**src/rtl/pdm_tx_pkg.sv**
```systemverilog
// Shared DFE constants and arithmetic helpers for the PDM path.
// Used by the transmit modulator, the sampler and the CIC decimator.
package pdm_tx_pkg;

   // System clocks per PDM clock; also the CIC decimation base ratio.
   localparam int PDM_CLK_DIV = 4;

   function automatic int fs_of(input int dw);
      return 1 << (dw - 1);
   endfunction

   function automatic int acc_w_of(input int dw);
      return dw + 4;
   endfunction

   // Symmetric clamp to +/-(2^(w-1)-1); never wraps.
   function automatic longint sat(input longint v, input int w);
      longint lim;
      lim = (longint'(1) <<< (w - 1)) - 1;
      if (v > lim)
         return lim;
      if (v < -lim)
         return -lim;
      return v;
   endfunction

endpackage

```
**src/rtl/pdm_tx_sd_mod2.sv**
```systemverilog
// Second-order sigma-delta core: two saturating integrators and a
// sign comparator, advanced once per bit strobe.
module sd_mod2
   import pdm_tx_pkg::*;
#(
   parameter int DATA_W = 16
) (
   input  logic                     clk_i,
   input  logic                     clr_i,
   input  logic                     step_i,
   input  logic signed [DATA_W-1:0] x_i,
   output logic                     pdm_o
);

   localparam int     ACC_W = acc_w_of(DATA_W);
   localparam longint FS    = longint'(fs_of(DATA_W));

   logic signed [ACC_W-1:0] r_i1;
   logic signed [ACC_W-1:0] r_i2;
   logic                    r_bit;

   longint w_fb;
   longint w_i1;
   longint w_i2;

   // Next integrator values with full-scale feedback of the last bit.
   always_comb begin
      w_fb = r_bit ? FS : -FS;
      w_i1 = sat(longint'(r_i1) + longint'(x_i) - w_fb, ACC_W);
      w_i2 = sat(longint'(r_i2) + w_i1 - w_fb, ACC_W);
   end

   // Integrator and output bit state, updated only on bit strobes.
   always_ff @(posedge clk_i) begin
      if (clr_i) begin
         r_i1  <= '0;
         r_i2  <= '0;
         r_bit <= 1'b0;
      end else if (step_i) begin
         r_i1  <= ACC_W'(w_i1);
         r_i2  <= ACC_W'(w_i2);
         r_bit <= (w_i2 >= 0);
      end
   end

   assign pdm_o = r_bit;

endmodule

```
**src/rtl/pdm_tx.sv**
```systemverilog
// PDM transmitter: PDM clock divider, one-deep sample queue, frame
// counter and the sigma-delta modulator, all in the system clock domain.
module pdm_tx
   import pdm_tx_pkg::*;
#(
   parameter int DATA_W  = 16,
   parameter int CLK_DIV = PDM_CLK_DIV,
   parameter int OSR     = 250
) (
   input  logic                     clk_i,
   input  logic                     rst_i,
   input  logic                     en_i,
   input  logic signed [DATA_W-1:0] data_i,
   input  logic                     valid_i,
   output logic                     ready_o,
   output logic                     pdm_clk_o,
   output logic                     pdm_data_o,
   output logic                     underflow_o
);

   localparam int DIV_W = $clog2(CLK_DIV);
   localparam int CNT_W = $clog2(OSR);
   localparam logic [DIV_W-1:0] DIV_LAST = DIV_W'(CLK_DIV - 1);
   localparam logic [DIV_W-1:0] DIV_HI   = DIV_W'(CLK_DIV / 2 - 1);
   localparam logic [CNT_W-1:0] CNT_LAST = CNT_W'(OSR - 1);

   logic                     r_run;
   logic [DIV_W-1:0]         r_div;
   logic                     r_pdm_clk;
   logic [CNT_W-1:0]         r_bit_cnt;
   logic                     r_primed;
   logic                     r_full;
   logic                     r_uflow;
   logic signed [DATA_W-1:0] r_cur;
   logic signed [DATA_W-1:0] r_next;

   logic                     w_clr;
   logic [DIV_W-1:0]         w_div_nxt;
   logic                     w_step;
   logic                     w_frame_end;
   logic                     w_load;
   logic                     w_accept;
   logic signed [DATA_W-1:0] w_x;

   assign w_clr       = rst_i | ~en_i;
   assign w_step      = r_run & (r_div == DIV_HI);
   assign w_frame_end = r_primed & (r_bit_cnt == CNT_LAST);
   assign w_load      = w_step & r_full & (~r_primed | w_frame_end);
   assign ready_o     = ~w_clr & ~r_full;
   assign w_accept    = valid_i & ready_o;
   assign w_x         = r_primed ? r_cur : '0;

   // Divider holds at 0 for the first running cycle, then wraps.
   always_comb begin
      w_div_nxt = '0;
      if (r_run && r_div != DIV_LAST)
         w_div_nxt = r_div + 1'b1;
   end

   // PDM clock: high for the first half of each divider period.
   always_ff @(posedge clk_i) begin
      if (w_clr) begin
         r_run     <= 1'b0;
         r_div     <= '0;
         r_pdm_clk <= 1'b0;
      end else begin
         r_run     <= 1'b1;
         r_div     <= w_div_nxt;
         r_pdm_clk <= (w_div_nxt <= DIV_HI);
      end
   end

   // Sample queue, priming, frame counting and underflow detection.
   always_ff @(posedge clk_i) begin
      if (w_clr) begin
         r_bit_cnt <= '0;
         r_primed  <= 1'b0;
         r_full    <= 1'b0;
         r_uflow   <= 1'b0;
         r_cur     <= '0;
         r_next    <= '0;
      end else begin
         r_uflow <= w_step & w_frame_end & ~r_full;
         if (w_load)
            r_cur <= r_next;
         if (w_step) begin
            if (!r_primed) begin
               if (r_full) begin
                  r_primed  <= 1'b1;
                  r_bit_cnt <= '0;
               end
            end else if (w_frame_end) begin
               r_bit_cnt <= '0;
            end else begin
               r_bit_cnt <= r_bit_cnt + 1'b1;
            end
         end
         if (w_accept) begin
            r_next <= data_i;
            r_full <= 1'b1;
         end else if (w_load) begin
            r_full <= 1'b0;
         end
      end
   end

   sd_mod2 #(
      .DATA_W (DATA_W)
   ) u_mod (
      .clk_i  (clk_i),
      .clr_i  (w_clr),
      .step_i (w_step),
      .x_i    (w_x),
      .pdm_o  (pdm_data_o)
   );

   assign pdm_clk_o   = r_pdm_clk;
   assign underflow_o = r_uflow;

endmodule

```
**config.mk**
```make
export PLATFORM = sky130hd
export DESIGN_NAME = pdm_tx
export DESIGN_NICKNAME = d
export VERILOG_FILES = /design/src/rtl/pdm_tx_pkg.sv /design/src/rtl/pdm_tx_sd_mod2.sv /design/src/rtl/pdm_tx.sv
export SDC_FILE = /design/constraint.sdc
export NUM_CORES = 1
export LEC_CHECK = 0
export BUFFER_PORTS_ARGS = -buffer_cell sky130_fd_sc_hd__buf_2
export CORE_AREA = 4 4 195 197
export CTS_CLUSTER_DIAMETER = 30
export DETAILED_ROUTE_END_ITERATION = 8
export DIE_AREA = 0 0 199 201
export PLACE_DENSITY = 0.52
export RECOVER_POWER = 25
export SLEW_MARGIN = 20
export SYNTH_ARGS = -nofsm -noshare
export SYNTH_HDL_FRONTEND = slang
export SYNTH_SLANG_ARGS = --single-unit
```
**constraint.sdc**
```tcl
create_clock -name clk_i -period 11.95 [get_ports clk_i]
set_input_delay 2.39 -clock clk_i [delete_from_list [all_inputs] [get_ports clk_i]]
set_output_delay 2.39 -clock clk_i [all_outputs]
set_load 0.01 [all_outputs]
```
==> impl_metrics.csv, run 1 <==
group,metric,value,unit
critical_path,end_kind,"register",
critical_path,startpoint_type,"register",
clock_tree,cts_tree,"done",
min_path,hold_start,"r_next[1]",
timing,max_freq,88.11,MHz
timing,setup_viol_count_final,0,
critical_path,crit_family,"simple AND/OR/NAND/NOR gates",
clock_tree,cts_max_path_buffers,2,
placement,hpwlAfterDp,26500,µm
cells_and_area,fin_nets,1611,
floorplan,num_io_pins,24,
yosys,postSynthAreaPerCell,7.544,µm²
cells_and_area,multi_input_area,8730,µm²
yosys,ys_seq_area_frac,0.1641,
critical_path,regToRegEndpoint,"u_mod.r_i2[14]",
floorplan,die_h,201,µm
grt,antenna_found_initial,0,
floorplan,start_util,0.2961,
grt,grt_pass1_wl,52320,µm
min_path,hp-class,"reg -> reg",
yosys,synth-seq-cells,88,
drt,routed_wl,32560,µm
cells_and_area,layout-drive-gt1-share,0.1225,
drt,drcViolationCount,0,
timing,finalSetupTns,0,ns
placement,port_buffers,23,
clock_tree,path_clk_slew,0.07,ns
critical_path,ff2ff_setup_slack,0.60,ns
cells_and_area,stdcell_area,12290,µm²
grt,grt_max_degree,62,
critical_path,timing.rr.start,"r_primed",
critical_path,required,12.18,ns
yosys,mappedNetlistArea,10740,µm²
status,status,"finished, violations left",
critical_path,critPathBufInv,8,
drt,routed_via_density,5.376,
placement,place.gp.congestion,0.9532,
critical_path,critPathKind,"reg -> reg",
yosys,syn_nets,1594,
yosys,ys_dominant_reg_cell,"dfxtp_1",
critical_path,crit_path_frequent_cell,"fa_1",
power_and_ir_drop,power_density,67.93,nW/µm²
timing,period_share,0.9497,
yosys,syn_inst,1423,
floorplan,num_rows,70,
drt,wl_per_cell,17.02,µm
cells_and_area,fill_cells,3824,
timing,slew_headroom,-0.4025,
critical_path,crit_start,"r_primed",
critical_path,crit_slowest_cell,"or4_4",
critical_path,critPathMaxStageDelay,0.58,ns
timing,tightest_slew,2.104,ns
grt,grtUsageTotal,0.1586,
status,violations,"capacitance limit, slew limit",
timing,finClkSkew,0.007779,ns
cells_and_area,antenna_cells,0,
floorplan,die_w,199,µm
critical_path,cp.depth,50,
yosys,yosysWarnings,0,
drt,vias,10290,
yosys,synth_edf_count,0,
clock_tree,htree_levels,3,
placement,place_area,11590,µm²
critical_path,cp_max_fo,19,
critical_path,worstRegToRegCells,50,
cells_and_area,regArea,1767,µm²
drt,detail_route.first_pass.iterations,7,
grt,grt_pass1_vias,9663,
critical_path,cp_data_arrival_time,11.58,ns
clock_tree,cts_buffers,9,
drt,ant_nets,0,
yosys,async_flop_share,0,
floorplan,coreArea,36260,µm²
timing,hold_ws,0.4592,ns
floorplan,die_area,40000,µm²
timing,hold_violations,0,
run,drv_cap,1,
timing,final-max-slew-violation-count,44,
power_and_ir_drop,irDropWorstVdd,73.70,µV
grt,grt-ovfl-total,0,
yosys,yosysUniqueCellTypes,76,
clock_tree,worstSkewPairLatency,0.34,ns
clock_tree,cts.sinks,88,
timing,min_period,11.35,ns
power_and_ir_drop,p_leak,5.209,nW
clock_tree,clock-root-buffer,"clkbuf_16",
cells_and_area,syn2layout_area_growth,14.48,%
critical_path,critPathCapture,"u_mod.r_i2[14]",
drt,first_iter_violations,811,
[flip-flops by register name (all words and copies together) (netlist names)]
name,cells
r_run,1
r_next,16
u_mod.r_i1,20
r_cur,16
r_div,2
r_primed,1
r_bit_cnt,8
pdm_clk_o,1
r_full,1
u_mod.r_i2,20
underflow_o,1
u_mod.pdm_o,1
[how the worst min path moves through the flow]
stage            endpoint  slack (ns)  depth (start not counted)
2_1_floorplan   r_next[0]        0.44                          2
3_3_place_gp     r_div[0]        0.45                          1
3_5_place_dp   r_next[14]        0.45                          2
4_1_cts        r_next[14]        0.46                          2
5_1_grt        r_next[14]        0.49                          2
6_report        r_next[1]        0.46                          2
[per-stage QoR]
step	total power, mW	util	setup slack [ns]	std cells
floorplan	0.4847	-	0.03530	1423
CTS	0.8322	0.3293	0.05693	1908
global route	0.8830	0.3389	-0.03137	1913
detailed placement	0.5470	0.3198	-0.1938	1892
global placement	0.5469	0.3198	-0.1763	1892
finish	0.8348	0.3389	0.6009	1913
[cells in the mapped netlist (all sizes together), types with 5 or more instances]
library cell	count	area, µm²
o21bai	22	176.4
nand4	39	244.0
xnor2	48	420.4
nand2	124	465.5
xor2	25	219.0
fa	52	1041
o31ai	10	75.07
o2111ai	5	43.79
and2	23	143.9
a21oi	128	640.6
mux2i	19	190.2
or3	10	62.56
nor4	16	106.4
o211ai	10	75.07
o21a	24	180.2
nor3	28	140.1
and3	7	43.79
o21ai	91	455.4
nor2b	17	106.4
dfxtp	88	1762
a21boi	8	60.05
nand3	24	120.1
a211oi	24	180.2
a21o	34	255.2
o221a	21	236.5
nand2b	19	118.9
a31oi	12	75.07
o31a	5	43.79
buf	13	63.81
inv	84	315.3
or2	8	50.05
nor2	164	615.6
clkbuf	64	240.2
ha	99	1239
[cells in the final DEF (no fill, tap or decap), types with 12 or more instances in the layout]
cell type and instances:
nand3_1 23, o21ai_0 76, nand2b_1 18, inv_1 84
and2_1 22, xor2_1 24, dfxtp_1 86, o221a_1 19
nor4_1 12, buf_4 57, fa_1 52, xnor2_1 48
nor3_1 25, o21bai_1 19, nand2_1 124, mux2i_1 19
o21a_1 24, a21oi_1 114, o21ai_1 14, a21o_1 34
a211oi_1 22, nor2b_1 17, a21oi_2 14, ha_1 86
nor2_1 159, nand4_1 39, buf_2 21
[report_power, final]
part	switching, mW	internal, mW
sequential	0.00206	0.296
combinational	0.157	0.0982
clock	0.128	0.153
[metal layers]
layer  GRT usage  wire (µm)
met1      0.2538      16580
met2      0.2281      13760
met3     0.01997       1839
met4     0.02638        375
met5           0          0
[what timing repair did]
action | in CTS | in global routing
pin swaps | 0 | 12
endpoints found under the setup margin | 20 | 21
resized for setup | 11 | 64
hold buffers | 0 | 0
hold endpoints to repair | 0 | 0
setup buffers | 0 | 4
[area by class of cell]
cell class,count,share of cell area
tap,468,0.04765
inverter,85,0.02596
timing repair buffer,83,0.04816
clock buffer,10,0.01945
multi-input combinational,1173,0.7103
sequential,88,0.1438
clock inverter,6,0.004683
[logic make-up after synthesis]
group | count (synthesis) | synth area share
XOR/XNOR | 73 | 0.05956
adder cells (fa/ha/maj) | 151 | 0.2124
AND/OR/NAND/NOR | 501 | 0.2242
AO/OA/AOI/OAI | 428 | 0.2629
multiplexers | 20 | 0.01876
flip-flops | 88 | 0.1641
buffers and inverters | 162 | 0.05804
[tightest hold or removal path: stages (launching register included)]
cell,delay (ns)
dfxtp_1,0.31
nand2_1,0.05
o21ai_0,0.06
(Power assumes the default switching activity.)
==> run 2: changes to the inputs <==
--- a/config.mk
+++ b/config.mk
@@ -6,11 +6,10 @@
 export NUM_CORES = 1
 export LEC_CHECK = 0
 export BUFFER_PORTS_ARGS = -buffer_cell sky130_fd_sc_hd__buf_2
-export CORE_AREA = 4 4 195 197
+export CORE_AREA = 4 4 169 171
 export CTS_CLUSTER_DIAMETER = 30
 export DETAILED_ROUTE_END_ITERATION = 8
-export DIE_AREA = 0 0 199 201
-export PLACE_DENSITY = 0.52
+export DIE_AREA = 0 0 173 175
 export RECOVER_POWER = 25
 export SLEW_MARGIN = 20
 export SYNTH_ARGS = -nofsm -noshare
==> impl_metrics.csv, run 2 (synthesized netlist as in run 1, its figures left out) <==
group,metric,value,unit
grt,grt-ovfl-total,0,
power_and_ir_drop,power_density,65.77,nW/µm²
placement,place.gp.congestion,0.9769,
timing,hold_ws,0.4687,ns
grt,grt_pass1_wl,52490,µm
timing,period_share,0.9491,
critical_path,crit_path_frequent_cell,"fa_1",
grt,grt_pass1_vias,9735,
clock_tree,worstSkewPairLatency,0.33,ns
timing,tightest_slew,1.989,ns
floorplan,num_rows,60,
clock_tree,cts_max_path_buffers,2,
drt,vias,10410,
timing,slew_headroom,-0.3263,
min_path,hp-class,"reg -> reg",
critical_path,critPathKind,"reg -> reg",
drt,wl_per_cell,18.27,µm
critical_path,critPathMaxStageDelay,0.54,ns
power_and_ir_drop,irDropWorstVdd,62.96,µV
critical_path,startpoint_type,"register",
critical_path,cp_data_arrival_time,11.57,ns
clock_tree,htree_levels,3,
cells_and_area,layout-drive-gt1-share,0.1375,
cells_and_area,antenna_cells,0,
status,status,"finished, violations left",
status,violations,"capacitance limit, slew limit",
floorplan,coreArea,26880,µm²
critical_path,required,12.17,ns
power_and_ir_drop,p_leak,5.271,nW
timing,max_freq,88.17,MHz
run,drv_cap,1,
critical_path,end_kind,"register",
cells_and_area,final_common_cell,"nor2_1",
cells_and_area,top_regs,"u_mod.r_i1 (20), u_mod.r_i2 (20)",
grt,grtUsageTotal,0.2089,
clock_tree,cts_tree,"done",
drt,ant_nets,0,
timing,final-max-slew-violation-count,44,
drt,drcViolationCount,0,
clock_tree,cts.sinks,88,
drt,first_iter_violations,937,
drt,routed_via_density,5.798,
grt,antenna_found_initial,0,
cells_and_area,syn2layout_area_growth,14.15,%
power_and_ir_drop,power,0.8060,mW
clock_tree,clock-root-buffer,"clkbuf_16",
floorplan,die_h,175,µm
critical_path,cp_max_fo,19,
timing,min_period,11.34,ns
critical_path,crit_slowest_cell,"or4_1",
timing,setup_viol_count_final,0,
placement,hpwlAfterDp,26390,µm
floorplan,die_area,30280,µm²
clock_tree,cts_buffers,9,
clock_tree,path_clk_slew,0.06,ns
floorplan,die_w,173,µm
floorplan,num_io_pins,24,
cells_and_area,final_cell_mix,"nor2_1, nand2_1, a21oi_1",
cells_and_area,fin_nets,1622,
drt,detail_route.first_pass.iterations,5,
placement,port_buffers,23,
floorplan,start_util,0.3994,
timing,hold_violations,0,
drt,routed_wl,32820,µm
timing,finClkSkew,0.004701,ns
grt,grt_max_degree,62,
clock_tree,cts_hold_buf,0,
-- run 2: changes by cell type in the layout (fill, tap and decap cells not counted), sizes merged --
cell,before,now
buf,80,92
inv,90,84
clkinv,1,4
clkinvlp,0,1
-- run 2: report_power, final --
part           switching [mW]  internal [mW]  total (mW)
sequential            0.00220          0.296       0.299
combinational           0.156          0.102       0.258
clock                   0.111          0.139       0.249
total                   0.269          0.537       0.806
-- run 2: routing by layer --
metal,track usage,up-vias,part of all wire
met5,0,-,0
met1,0.3335,4893,0.52
met3,0.03743,31,0.071
met4,0.03226,0,0.012
met2,0.2938,345,0.40
li1,-,5145,-
-- run 2: area by class of cell --
cell class	count	area, µm²
timing repair buffer	94	659.4
clock inverter	4	22.52
fill	2692	14620
tap	341	426.7
clock buffer	11	232.7
inverter	85	319.1
sequential	88	1767
multi-input combinational	1173	8827
-- run 2: worst max-delay path: cells and delay by family (launching register included) --
family	cells	cell delay [ns]
AO/OA/AOI/OAI	21	4.18
XOR/XNOR	1	0.12
buffers and inverters	7	0.82
flip-flops	1	0.33
AND/OR/NAND/NOR	14	2.53
adder cells (fa/ha/maj)	9	3.20
-- run 2: timing repair --
| item | CTS | global route |
|---|---|---|
| buffers inserted | 0 | 12 |
| pin swaps | 0 | 14 |
| gates resized for setup | 3 | 95 |
| cloned | 0 | 0 |
| endpoints found under the hold margin | 0 | 0 |
| setup endpoints to repair | 20 | 21 |
-- run 2: worst paths after layout --
kind	start	end	slack, ns	depth (start not counted)
worst max-delay path	r_primed	u_mod.r_i2[14]	0.61	52
worst min-delay path	r_next[1]	r_next[1]	0.47	2
worst max register to register	r_primed	u_mod.r_i2[14]	0.61	52
worst min register to register	r_next[1]	r_next[1]	0.47	2
-- run 2: stage by stage --
step / TNS, ns / instances / instance area [µm²] / worst slack (ns) / util
4_1_cts: 0 / 1784 / 11740 / 0.05147 / 0.4367
2_1_floorplan: 0 / 1423 / 10750 / 0.03530 / -
6_report: 0 / 1796 / 12250 / 0.6084 / 0.4560
5_1_grt: -0.2376 / 1796 / 12250 / -0.03431 / 0.4560
3_5_place_dp: -2.096 / 1769 / 11460 / -0.1202 / 0.4265
3_3_place_gp: -0.6558 / 1769 / 11460 / -0.05320 / 0.4265
